[src/rtl/ifq_pkg.sv]
// Shared constants and helpers for the instruction fetch queue.
`ifndef IFQ_PKG_SV
`define IFQ_PKG_SV
package ifq_pkg;
  localparam int W_IDATA = 32;
  localparam int W_ODATA = 128;
  localparam int INSTR_PER_LINE = 4;
  localparam int DEPTH_DEFAULT = 4;
  localparam logic [W_IDATA-1:0] RESET_PC_DEFAULT = 32'h0;

  // Byte address of the icache line that contains a.
  function automatic logic [W_IDATA-1:0] line_base(input logic [W_IDATA-1:0] a);
    return {a[W_IDATA-1:4], 4'b0000};
  endfunction
endpackage
`endif

[src/rtl/ifq_line_fifo.sv]
// Line buffer for the fetch queue: DEPTH lines, extra-bit pointers, flush to empty.
module ifq_line_fifo
  import ifq_pkg::*;
#(
  parameter int DEPTH = DEPTH_DEFAULT
) (
  input  logic               clk,
  input  logic               reset,
  input  logic               flush,
  input  logic               wr_en,
  input  logic [W_ODATA-1:0] wr_data,
  input  logic               rd_en,
  output logic [W_ODATA-1:0] rd_data,
  output logic               full,
  output logic               empty
);
  localparam int AW = $clog2(DEPTH);
  localparam int PW = AW + 1;

  logic [PW-1:0]      wptr_q, wptr_d;
  logic [PW-1:0]      rptr_q, rptr_d;
  logic [W_ODATA-1:0] mem_q [DEPTH];
  logic               do_wr;
  logic               do_rd;

  assign empty = (wptr_q == rptr_q);
  assign full  = (wptr_q[AW] != rptr_q[AW]) && (wptr_q[AW-1:0] == rptr_q[AW-1:0]);
  assign do_wr = wr_en && !full && !flush;
  assign do_rd = rd_en && !empty && !flush;
  assign rd_data = mem_q[rptr_q[AW-1:0]];

  always_comb begin
    wptr_d = wptr_q;
    rptr_d = rptr_q;
    if (flush) begin
      wptr_d = '0;
      rptr_d = '0;
    end else begin
      if (do_wr) wptr_d = wptr_q + PW'(1);
      if (do_rd) rptr_d = rptr_q + PW'(1);
    end
  end

  always_ff @(posedge clk or posedge reset) begin
    if (reset) begin
      wptr_q <= '0;
      rptr_q <= '0;
    end else begin
      wptr_q <= wptr_d;
      rptr_q <= rptr_d;
    end
  end

  // Storage is left uninitialised; the pointers alone decide what is valid.
  always_ff @(posedge clk) begin
    if (do_wr) mem_q[wptr_q[AW-1:0]] <= wr_data;
  end
endmodule

[src/rtl/ifq.sv]
// Instruction fetch queue: requests icache lines, buffers them, and serves one
// instruction per cycle to dispatch; a branch redirect flushes and refetches.
module ifq
  import ifq_pkg::*;
#(
  parameter int                 DEPTH    = DEPTH_DEFAULT,
  parameter logic [W_IDATA-1:0] RESET_PC = RESET_PC_DEFAULT
) (
  input  logic               clk,
  input  logic               reset,
  output logic [W_IDATA-1:0] icache_pc_out,
  output logic               icache_rd_en,
  output logic               icache_abort,
  input  logic [W_ODATA-1:0] icache_dout,
  input  logic               icache_dout_valid,
  output logic [W_IDATA-1:0] dispatch_instr,
  output logic [W_IDATA-1:0] dispatch_pc,
  output logic               ifq_empty,
  input  logic               dispatch_rd_en,
  input  logic               branch_valid,
  input  logic [W_IDATA-1:0] branch_addr
);
  // Handshakes: a line is taken when icache_rd_en & icache_dout_valid (same
  // cycle as the request); an instruction is taken when dispatch_rd_en & ~ifq_empty.
  logic [W_IDATA-1:0] fetch_pc_q, fetch_pc_d;
  logic [W_IDATA-1:0] dispatch_pc_q, dispatch_pc_d;
  logic [1:0]         rd_off_q, rd_off_d;
  logic [W_ODATA-1:0] head_line;
  logic               full;
  logic               empty;
  logic               wr_en;
  logic               pop;
  logic               line_pop;

  assign icache_rd_en  = !full && !branch_valid;
  assign icache_abort  = branch_valid;
  assign icache_pc_out = line_base(fetch_pc_q);

  assign wr_en    = icache_rd_en && icache_dout_valid;
  assign pop      = dispatch_rd_en && !empty && !branch_valid;
  assign line_pop = pop && (rd_off_q == 2'd3);

  ifq_line_fifo #(.DEPTH(DEPTH)) u_line_fifo (
    .clk     (clk),
    .reset   (reset),
    .flush   (branch_valid),
    .wr_en   (wr_en),
    .wr_data (icache_dout),
    .rd_en   (line_pop),
    .rd_data (head_line),
    .full    (full),
    .empty   (empty)
  );

  assign ifq_empty      = empty;
  assign dispatch_pc    = dispatch_pc_q;
  assign dispatch_instr = head_line[int'(rd_off_q) * W_IDATA +: W_IDATA];

  always_comb begin
    fetch_pc_d    = fetch_pc_q;
    dispatch_pc_d = dispatch_pc_q;
    rd_off_d      = rd_off_q;
    if (branch_valid) begin
      // Fetch restarts at the target's line; dispatch skips the words before it.
      fetch_pc_d    = line_base(branch_addr);
      dispatch_pc_d = {branch_addr[W_IDATA-1:2], 2'b00};
      rd_off_d      = branch_addr[3:2];
    end else begin
      if (wr_en) fetch_pc_d = fetch_pc_q + W_IDATA'(16);
      if (pop) begin
        dispatch_pc_d = dispatch_pc_q + W_IDATA'(4);
        rd_off_d      = rd_off_q + 2'd1;
      end
    end
  end

  always_ff @(posedge clk or posedge reset) begin
    if (reset) begin
      fetch_pc_q    <= line_base(RESET_PC);
      dispatch_pc_q <= {RESET_PC[W_IDATA-1:2], 2'b00};
      rd_off_q      <= RESET_PC[3:2];
    end else begin
      fetch_pc_q    <= fetch_pc_d;
      dispatch_pc_q <= dispatch_pc_d;
      rd_off_q      <= rd_off_d;
    end
  end
endmodule

[config.mk]
export PLATFORM = sky130hd
export DESIGN_NAME = ifq
export DESIGN_NICKNAME = d
export VERILOG_FILES = /design/src/rtl/ifq_pkg.sv /design/src/rtl/ifq_line_fifo.sv /design/src/rtl/ifq.sv
export SDC_FILE = /design/constraint.sdc
export NUM_CORES = 1
export LEC_CHECK = 0
export CAP_MARGIN = 15
export CORE_MARGIN = 5
export CORE_UTILIZATION = 45
export CTS_CLUSTER_SIZE = 28
export DETAILED_ROUTE_END_ITERATION = 8
export HOLD_SLACK_MARGIN = 0.12
export PLACE_DENSITY = 0.66
export SLEW_MARGIN = 20
export SYNTH_ARGS = -nofsm -noshare
export SYNTH_HDL_FRONTEND = slang
export SYNTH_SLANG_ARGS = --single-unit
[constraint.sdc]
create_clock -name clk -period 5.71 [get_ports clk]
set_input_delay 0.571 -clock clk [delete_from_list [all_inputs] [get_ports clk]]
set_output_delay 0.571 -clock clk [all_outputs]
set_load 0.03 [all_outputs]
## Word level (Yosys, flattened, before mapping)

Memory sizes are Yosys's and may differ from the RTL's.
Index checks and enable logic that the tools add are counted.

| storage, ports and cells | value |
|---|---|
| register bits after elaboration | 72 |
| RAM bits | 512 |
| output and inout bits | 99 |
| memories | 1 |

Memory list:

| name | depth | bits a word | read ports | clocked after memory_dff | write ports | line | RTL |
|---|---|---|---|---|---|---|---|
| u_line_fifo.mem_q | 4 | 128 | 1 | 0 | 1 | ifq_line_fifo.sv:22 | `logic [W_ODATA-1:0] mem_q [DEPTH];` |

| operators by class | value |
|---|---|
| add/subtract/negate cells | 5 |
| equal/unequal tests | 4 |
| shifts and indexed selects | 1 |
| multiplexer cells | 12 |
| reduce and logical (&&, ||, !) cells | 17 |

Operators by type and width:

| kind | count |
|---|---|
| $mux W32 | 4 |
| $shiftx A128 B8 Y32 | 1 |
| $add A32 B3 Y32 const B | 1 |
| $add A32 B5 Y32 const B | 1 |
| $mux W3 | 4 |
| $logic_and A1 B1 Y1 | 10 |
| $reduce_bool A2 Y1 | 4 |
| $add A3 B1 Y3 const B | 2 |
| $mux W2 | 2 |
| $eq A3 B3 Y1 | 1 |
| $logic_not A1 Y1 | 3 |
| $add A2 B1 Y2 const B | 1 |
| $eq A2 B2 Y1 | 1 |
| $eq A2 B2 Y1 const B | 1 |
| $mux W1 | 2 |
| $ne A1 B1 Y1 | 1 |

## Logic depth before layout (Yosys ltp)

| depth | value |
|---|---|
| depth in word-level cells | 9 |
| depth in mapped cells | 7 |
| mapped depth without buffers | 6 |

## Hierarchy

From an unflattened synthesis, not the netlist that was laid out.

| second synthesis, totals | value |
|---|---|
| cell total of the unflattened synthesis | 1139 |
| area total of the unflattened synthesis | 23341.1 µm² |

By module, submodules not included:

| module | times used | cells an instance | area each (µm²) | seq. area each (µm²) |
|---|---|---|---|---|
| ifq_line_fifo | 1 | 734 | 18994.5 | 15524.9 |
| ifq | 1 | 405 | 4346.7 | 1501.4 |

## Worst setup path before layout

OpenSTA, ideal clock, no wires.

| timing path | value |
|---|---|
| path kind | flip-flop to flip-flop |
| start | reg u_line_fifo.rptr_q[1] |
| end | mem u_line_fifo.mem_q[0][0] (enable) |
| setup time | 0.503 ns |
| data arrival time | 4.417 ns |
| setup slack | 0.790 ns |
| stages on the path, launching flop included | 6 |
| path buffers | 2 |
| clock period less this slack | 4.920 ns |
| cell sequence | dfrtp_1 > buf_4 > xor2_1 > o31a_1 > buf_1 > and3_1 |

| between the ends | value |
|---|---|
| word-level cells in the longest chain between the ends | 9 |

RTL lines:

| what | line | RTL |
|---|---|---|
| start, declared | ifq_line_fifo.sv:21 | `logic [PW-1:0] rptr_q, rptr_d;` |
| start signal, assigned | ifq_line_fifo.sv:50 | `rptr_q <= rptr_d;` |
| $eq A2 B2 Y1 * | ifq_line_fifo.sv:27 | `assign full = (wptr_q[AW] != rptr_q[AW]) && (wptr_q[AW-1:0] == rptr_q[AW-1:0]);` |
| $logic_and A1 B1 Y1 * | ifq_line_fifo.sv:27 |  |
| $logic_not A1 Y1 * | ifq_line_fifo.sv:28, ifq.sv:35 |  |
| $logic_and A1 B1 Y1 | ifq.sv:35 | `assign icache_rd_en = !full && !branch_valid;` |
| $logic_and A1 B1 Y1 | ifq.sv:39 | `assign wr_en = icache_rd_en && icache_dout_valid;` |
| $logic_and A1 B1 Y1 * (2 in series) | ifq_line_fifo.sv:28 | `assign do_wr = wr_en && !full && !flush;` |
| $mux W1 * | ifq_line_fifo.sv:56 | `if (do_wr) mem_q[wptr_q[AW-1:0]] <= wr_data;` |
| $mux W1 (not written as such) * | ifq_line_fifo.sv:56 |  |
| end, declared | ifq_line_fifo.sv:22 |  |

Every way passes the cells marked *; elsewhere a longest branch is shown, timed or not.

## Final worst setup path

| timing path | value |
|---|---|
| start | reg u_line_fifo.rptr_q[0] |
| end | out dispatch_instr[18] |

| between the ends | value |
|---|---|
| word-level cells in the longest chain between the ends | 2 |

RTL lines:

| what | line | RTL |
|---|---|---|
| $mem_v2 Z4 W128 | - |  |
| $shiftx A128 B8 Y32 | ifq.sv:57 | `assign dispatch_instr = head_line[int'(rd_off_q) * W_IDATA +: W_IDATA];` |
| end, declared | ifq.sv:16 | `output logic [W_IDATA-1:0] dispatch_instr,` |

No other way between the ends.

==> report_table.html <==
<table>
<tr><th>Metric</th><th>Value</th></tr>
<tr><th colspan="2">Cells and area</th></tr>
<tr><td>Number of fillers in the final layout</td><td>3,793</td></tr>
<tr><td>Core utilization of the finished layout</td><td>56.1%</td></tr>
<tr><td>Layout net count</td><td>1,541</td></tr>
<tr><td>Proportion of layout cells with a drive suffix above 1</td><td>22.0%</td></tr>
<tr><td>Area growth, synth to finish</td><td>22.9%</td></tr>
<tr><th colspan="2">Timing</th></tr>
<tr><td>Unrepaired setup endpoints after global routing</td><td>false</td></tr>
<tr><td>Setup-violating endpoint count in the final report</td><td>0</td></tr>
<tr><td>Final WS setup</td><td>1.50 ns</td></tr>
<tr><td>Maximum clock rate</td><td>238 MHz</td></tr>
<tr><td>Max-Slew Margin vs Limit</td><td>36.0%</td></tr>
<tr><td>Slew at the pin closest to its max-slew limit</td><td>0.959 ns</td></tr>
<tr><td>Setup clock skew after layout</td><td>0.0205 ns</td></tr>
<tr><td>Clock period minus final worst setup slack</td><td>4.21 ns</td></tr>
<tr><td>Portion of the clock cycle consumed by the worst path in the final layout</td><td>73.7%</td></tr>
<tr><td>Setup_tns</td><td>0 ns</td></tr>
<tr><td>Number of max-slew violations in the final report</td><td>0</td></tr>
<tr><td>Final Hold Viols</td><td>0</td></tr>
<tr><th colspan="2">Pwr</th></tr>
<tr><td>Switching component of the power</td><td>2.30 mW</td></tr>
<tr><td>Fraction of power consumed by the clock network</td><td>37.4%</td></tr>
<tr><td>IR Drop Worst-Case VDD</td><td>0.278 mV</td></tr>
<tr><td>Combinational Power Share</td><td>12.7%</td></tr>
<tr><td>Power density normalized to cell area</td><td>346 nW/um^2</td></tr>
<tr><td>Static leakage</td><td>9.02 nW</td></tr>
<tr><td>Relative contribution of sequential cells to total power</td><td>49.9%</td></tr>
<tr><td>Switching share of power</td><td>23.5%</td></tr>
<tr><td>Post-route total power</td><td>9.77 mW</td></tr>
<tr><td>Power Internal</td><td>7.47 mW</td></tr>
<tr><th colspan="2">Global route</th></tr>
<tr><td>GR met3 Demand/Resource</td><td>4.64%</td></tr>
<tr><td>Overall routing resource usage</td><td>17.3%</td></tr>
<tr><td>Global-route wire length before repair</td><td>74,900 um</td></tr>
<tr><td>Via count of the first global-routing pass</td><td>12.3k</td></tr>
<tr><td>Met2 Use GR</td><td>28.7%</td></tr>
<tr><td>Largest net degree at the start of global routing</td><td>129</td></tr>
<tr><td>GR Overflow Total</td><td>0</td></tr>
<tr><td>Met1 track utilization from global routing</td><td>23.0%</td></tr>
<tr><td>Initial antenna violation count</td><td>9</td></tr>
<tr><td>Layer with the highest usage</td><td>met2</td></tr>
<tr><th colspan="2">Logic synthesis</th></tr>
<tr><td>Mapped Cells</td><td>1,088</td></tr>
<tr><td>Yosys warning count</td><td>0</td></tr>
<tr><td>Number of enable flip-flop cells after synthesis</td><td>512</td></tr>
<tr><td>Area leader, netlist</td><td>sky130_fd_sc_hd__edfxtp_1</td></tr>
<tr><td>Most area-consuming cells after synthesis</td><td>sky130_fd_sc_hd__edfxtp_1, sky130_fd_sc_hd__mux4_2, sky130_fd_sc_hd__dfrtp_1</td></tr>
<tr><td>Commonest cells in the netlist</td><td>sky130_fd_sc_hd__edfxtp_1, sky130_fd_sc_hd__mux4_2, sky130_fd_sc_hd__dfrtp_1, sky130_fd_sc_hd__mux2_2</td></tr>
<tr><td>Library cell with the highest instance count after synthesis</td><td>sky130_fd_sc_hd__edfxtp_1</td></tr>
<tr><td>Seq cells post-synth</td><td>578</td></tr>
<tr><td>Post-synthesis instance area</td><td>23,000 um^2</td></tr>
<tr><td>Async set or reset register ratio after synthesis</td><td>11.4%</td></tr>
<tr><td>Average footprint of a synthesized cell</td><td>21.1 um^2</td></tr>
<tr><td>Sequential fraction of the synthesis area</td><td>74.1%</td></tr>
<tr><td>Post-synth cell types</td><td>42</td></tr>
<tr><td>Area fraction of the dominant cell type after synthesis</td><td>66.9%</td></tr>
<tr><td>Most common flop cell mapped by yosys</td><td>sky130_fd_sc_hd__edfxtp_1</td></tr>
<tr><th colspan="2">Floorplan</th></tr>
<tr><td>Core area</td><td>50,400 um^2</td></tr>
<tr><td>Floorplan die height</td><td>236 um</td></tr>
<tr><td>Effective utilization at floorplan</td><td>45.6%</td></tr>
<tr><td>Count of pins on the block boundary</td><td>264</td></tr>
<tr><td>Die area</td><td>55,700 um^2</td></tr>
<tr><td>Number of rows created at floorplan</td><td>82</td></tr>
<tr><td>Die extent in x</td><td>236 um</td></tr>
<tr><th colspan="2">Setup path</th></tr>
<tr><td>Critical Path Start Type</td><td>register</td></tr>
<tr><td>Ordered list of cells on the worst path</td><td>buf_12 -&gt; mux4_2 -&gt; mux4_2 -&gt; clkdlybuf4s50_1</td></tr>
<tr><td>Largest stage delay on the critical path</td><td>0.83 ns</td></tr>
<tr><td>Cell type of the slowest stage on the worst timing path</td><td>sky130_fd_sc_hd__dfrtp_4</td></tr>
<tr><td>Family of cells with the greatest summed delay on the critical path</td><td>multiplexers</td></tr>
<tr><td>Start-to-end type of the worst setup path</td><td>register to output port</td></tr>
<tr><td>CP max FO</td><td>50</td></tr>
<tr><td>Cell mode on critical path</td><td>sky130_fd_sc_hd__mux4_2</td></tr>
<tr><td>Buf/Inv on CP</td><td>2</td></tr>
<tr><td>Data required time of the critical path</td><td>5.14 ns</td></tr>
<tr><td>CP Capture Type</td><td>output port</td></tr>
<tr><td>Critical path arrival</td><td>3.64 ns</td></tr>
<tr><th colspan="2">Detailed routing</th></tr>
<tr><td>First-iteration detailed-routing DRC count</td><td>738</td></tr>
<tr><td>Final Routed Wirelength</td><td>48,600 um</td></tr>
<tr><td># DRC</td><td>0</td></tr>
<tr><td>Via density per instance</td><td>5.52</td></tr>
<tr><td>Average wire per standard cell</td><td>23.3 um</td></tr>
<tr><td>Via count</td><td>11.5k</td></tr>
<tr><td>Number of routed nets with antenna violations</td><td>0</td></tr>
<tr><td>Drt first pass iters</td><td>4</td></tr>
<tr><th colspan="2">Place</th></tr>
<tr><td>Post-DP HPWL</td><td>29,600 um</td></tr>
<tr><td>Worst slack, placed</td><td>2.03 ns</td></tr>
<tr><td>Number of I/O port buffers</td><td>255</td></tr>
<tr><td>RePlAce Congestion</td><td>0.872</td></tr>
<tr><th colspan="2">Clock network</th></tr>
<tr><td>Clock transition at path regs</td><td>0.06 ns</td></tr>
<tr><td>Clock tree from TritonCTS</td><td>built</td></tr>
<tr><td>Number of buffers between clock root and the deepest sink</td><td>3</td></tr>
<tr><td>Number of gates resized after cts</td><td>0</td></tr>
<tr><td>Post-CTS Hold Fix Bufs</td><td>0</td></tr>
<tr><td>Cell chosen for the clock root</td><td>sky130_fd_sc_hd__clkbuf_16</td></tr>
<tr><td>Clock net sink count</td><td>578</td></tr>
<tr><td>Number of setup buffers added after CTS</td><td>0</td></tr>
<tr><td>Total CTS buffers</td><td>58</td></tr>
<tr><td>Insertion delay to the later sink of the worst-skew pair</td><td>0.60 ns</td></tr>
<tr><td>H-Tree Depth</td><td>2</td></tr>
<tr><th colspan="2">Flow run</th></tr>
<tr><td>Max-capacitance violation count</td><td>0</td></tr>
<tr><th colspan="2">Worst hold path</th></tr>
<tr><td>Kind of path behind the tightest hold check</td><td>input pin to asynchronous set/reset pin</td></tr>
<tr><th colspan="2">Run status</th></tr>
<tr><td>Run status</td><td>complete, no violations</td></tr>
</table>
## routing by layer
metal | routed length [um] | share of wire [%] | up-vias
met2 | 23900 | 49 | 338
met3 | 3430 | 7.1 | 75
li1 | - | - | 5086
met4 | 965 | 2.0 | 14
met1 | 20200 | 42 | 6015
met5 | 102 | 0.21 | -
## final cells by class
type | instances | area (um^2) | area share, %
Antenna cell | 2 | 5.00 | 0.0177
Multi-Input combinational cell | 444 | 5700 | 20.2
Inverter | 9 | 33.8 | 0.120
Sequential cell | 578 | 17000 | 60.3
Tap cell | 672 | 841 | 2.98
Clock buffer | 69 | 1510 | 5.36
Clock inverter | 39 | 330 | 1.17
Timing Repair Buffer | 277 | 2810 | 9.93
## power by group through the flow
stage | combinational [mW] | clock, mW | sequential (mW)
floorplan | 0.661 | 0 | 5.02
global placement | 1.25 | 0 | 4.96
detailed placement | 1.26 | 0 | 4.97
CTS | 1.27 | 3.76 | 4.88
global route | 1.32 | 3.95 | 4.89
finish | 1.24 | 3.65 | 4.88
## through the flow
| stage | std cells | cell area [um^2] | hold slack [ns] |
|---|---|---|---|
| 3_3_place_gp | 1980 | 26400 | 0.565 |
| 2_1_floorplan | 1093 | 23000 | 0.561 |
| 4_1_cts | 2088 | 28300 | 0.531 |
| 5_1_grt | 2088 | 28300 | 0.562 |
| 3_5_place_dp | 1980 | 26400 | 0.579 |
| 6_report | 2090 | 28300 | 0.571 |
## state kept, by name, indices dropped and copies added (netlist names)
register and cells:
fetch_pc_q 28, rd_off_q 2, dispatch_pc 30, u_line_fifo.wptr_q 3, u_line_fifo.rptr_q 3, u_line_fifo.mem_q 512
## cells in the final DEF (no fill, tap or decap), types with 3 or more instances in the layout
master and instances:
sky130_fd_sc_hd__mux4_2 160, sky130_fd_sc_hd__or3_1 4, sky130_fd_sc_hd__nor4_1 9, sky130_fd_sc_hd__ha_1 8
sky130_fd_sc_hd__xor2_1 24, sky130_fd_sc_hd__clkbuf_1 10, sky130_fd_sc_hd__xnor2_1 34, sky130_fd_sc_hd__mux2_2 35
sky130_fd_sc_hd__buf_12 7, sky130_fd_sc_hd__nand3_1 22, sky130_fd_sc_hd__nor3_1 8, sky130_fd_sc_hd__or4_1 3
sky130_fd_sc_hd__nand2_1 18, sky130_fd_sc_hd__mux2i_1 5, sky130_fd_sc_hd__a21oi_1 19, sky130_fd_sc_hd__and4_1 6
sky130_fd_sc_hd__o31a_1 4, sky130_fd_sc_hd__inv_1 7, sky130_fd_sc_hd__bufinv_16 5, sky130_fd_sc_hd__a31oi_1 7
sky130_fd_sc_hd__dfrtp_1 62, sky130_fd_sc_hd__edfxtp_1 512, sky130_fd_sc_hd__nor2_1 20, sky130_fd_sc_hd__and3_1 6
sky130_fd_sc_hd__clkdlybuf4s50_1 255, sky130_fd_sc_hd__clkinv_2 12, sky130_fd_sc_hd__clkinv_1 17, sky130_fd_sc_hd__buf_4 15
sky130_fd_sc_hd__and3_4 4, sky130_fd_sc_hd__conb_1 6, sky130_fd_sc_hd__clkbuf_16 59, sky130_fd_sc_hd__nand4_1 25
## cells by family after synthesis
family,after synthesis,share of synthesized area (%)
buf+inv,71,1.37
mux,200,17.6
compound gates,40,1.15
simple gates,131,3.10
flops,578,74.1
fa+ha+maj,8,0.435
other cells,1,0.0163
xor+xnor,59,2.28
## worst register-to-register path, delay by kind of cell, from the launching register on
kind / cells / cell delay (ns)
XOR/XNOR: 1 / 0.42
AND/OR/NAND/NOR: 1 / 0.66
AO/OA/AOI/OAI: 1 / 0.57
flip-flops: 1 / 0.92
buffers and inverters: 1 / 0.48
## worst paths after layout
| check | from | to | slack, ns | depth (start not counted) |
|---|---|---|---|---|
| max in group asynchronous | reset | u_line_fifo.rptr_q[0] | 4.50 | 3 |
| setup reg to reg | u_line_fifo.rptr_q[1] | u_line_fifo.mem_q[1][82] | 2.29 | 4 |
| min in group clk | branch_addr[7] | fetch_pc_q[7] | 0.59 | 3 |
| setup / recovery | u_line_fifo.rptr_q[0] | dispatch_instr[18] | 1.50 | 4 |
| hold / removal | reset | dispatch_pc[18] | 0.57 | 3 |
| hold reg to reg | fetch_pc_q[31] | fetch_pc_q[31] | 0.59 | 2 |
Power figures use the tool's default switching activity.
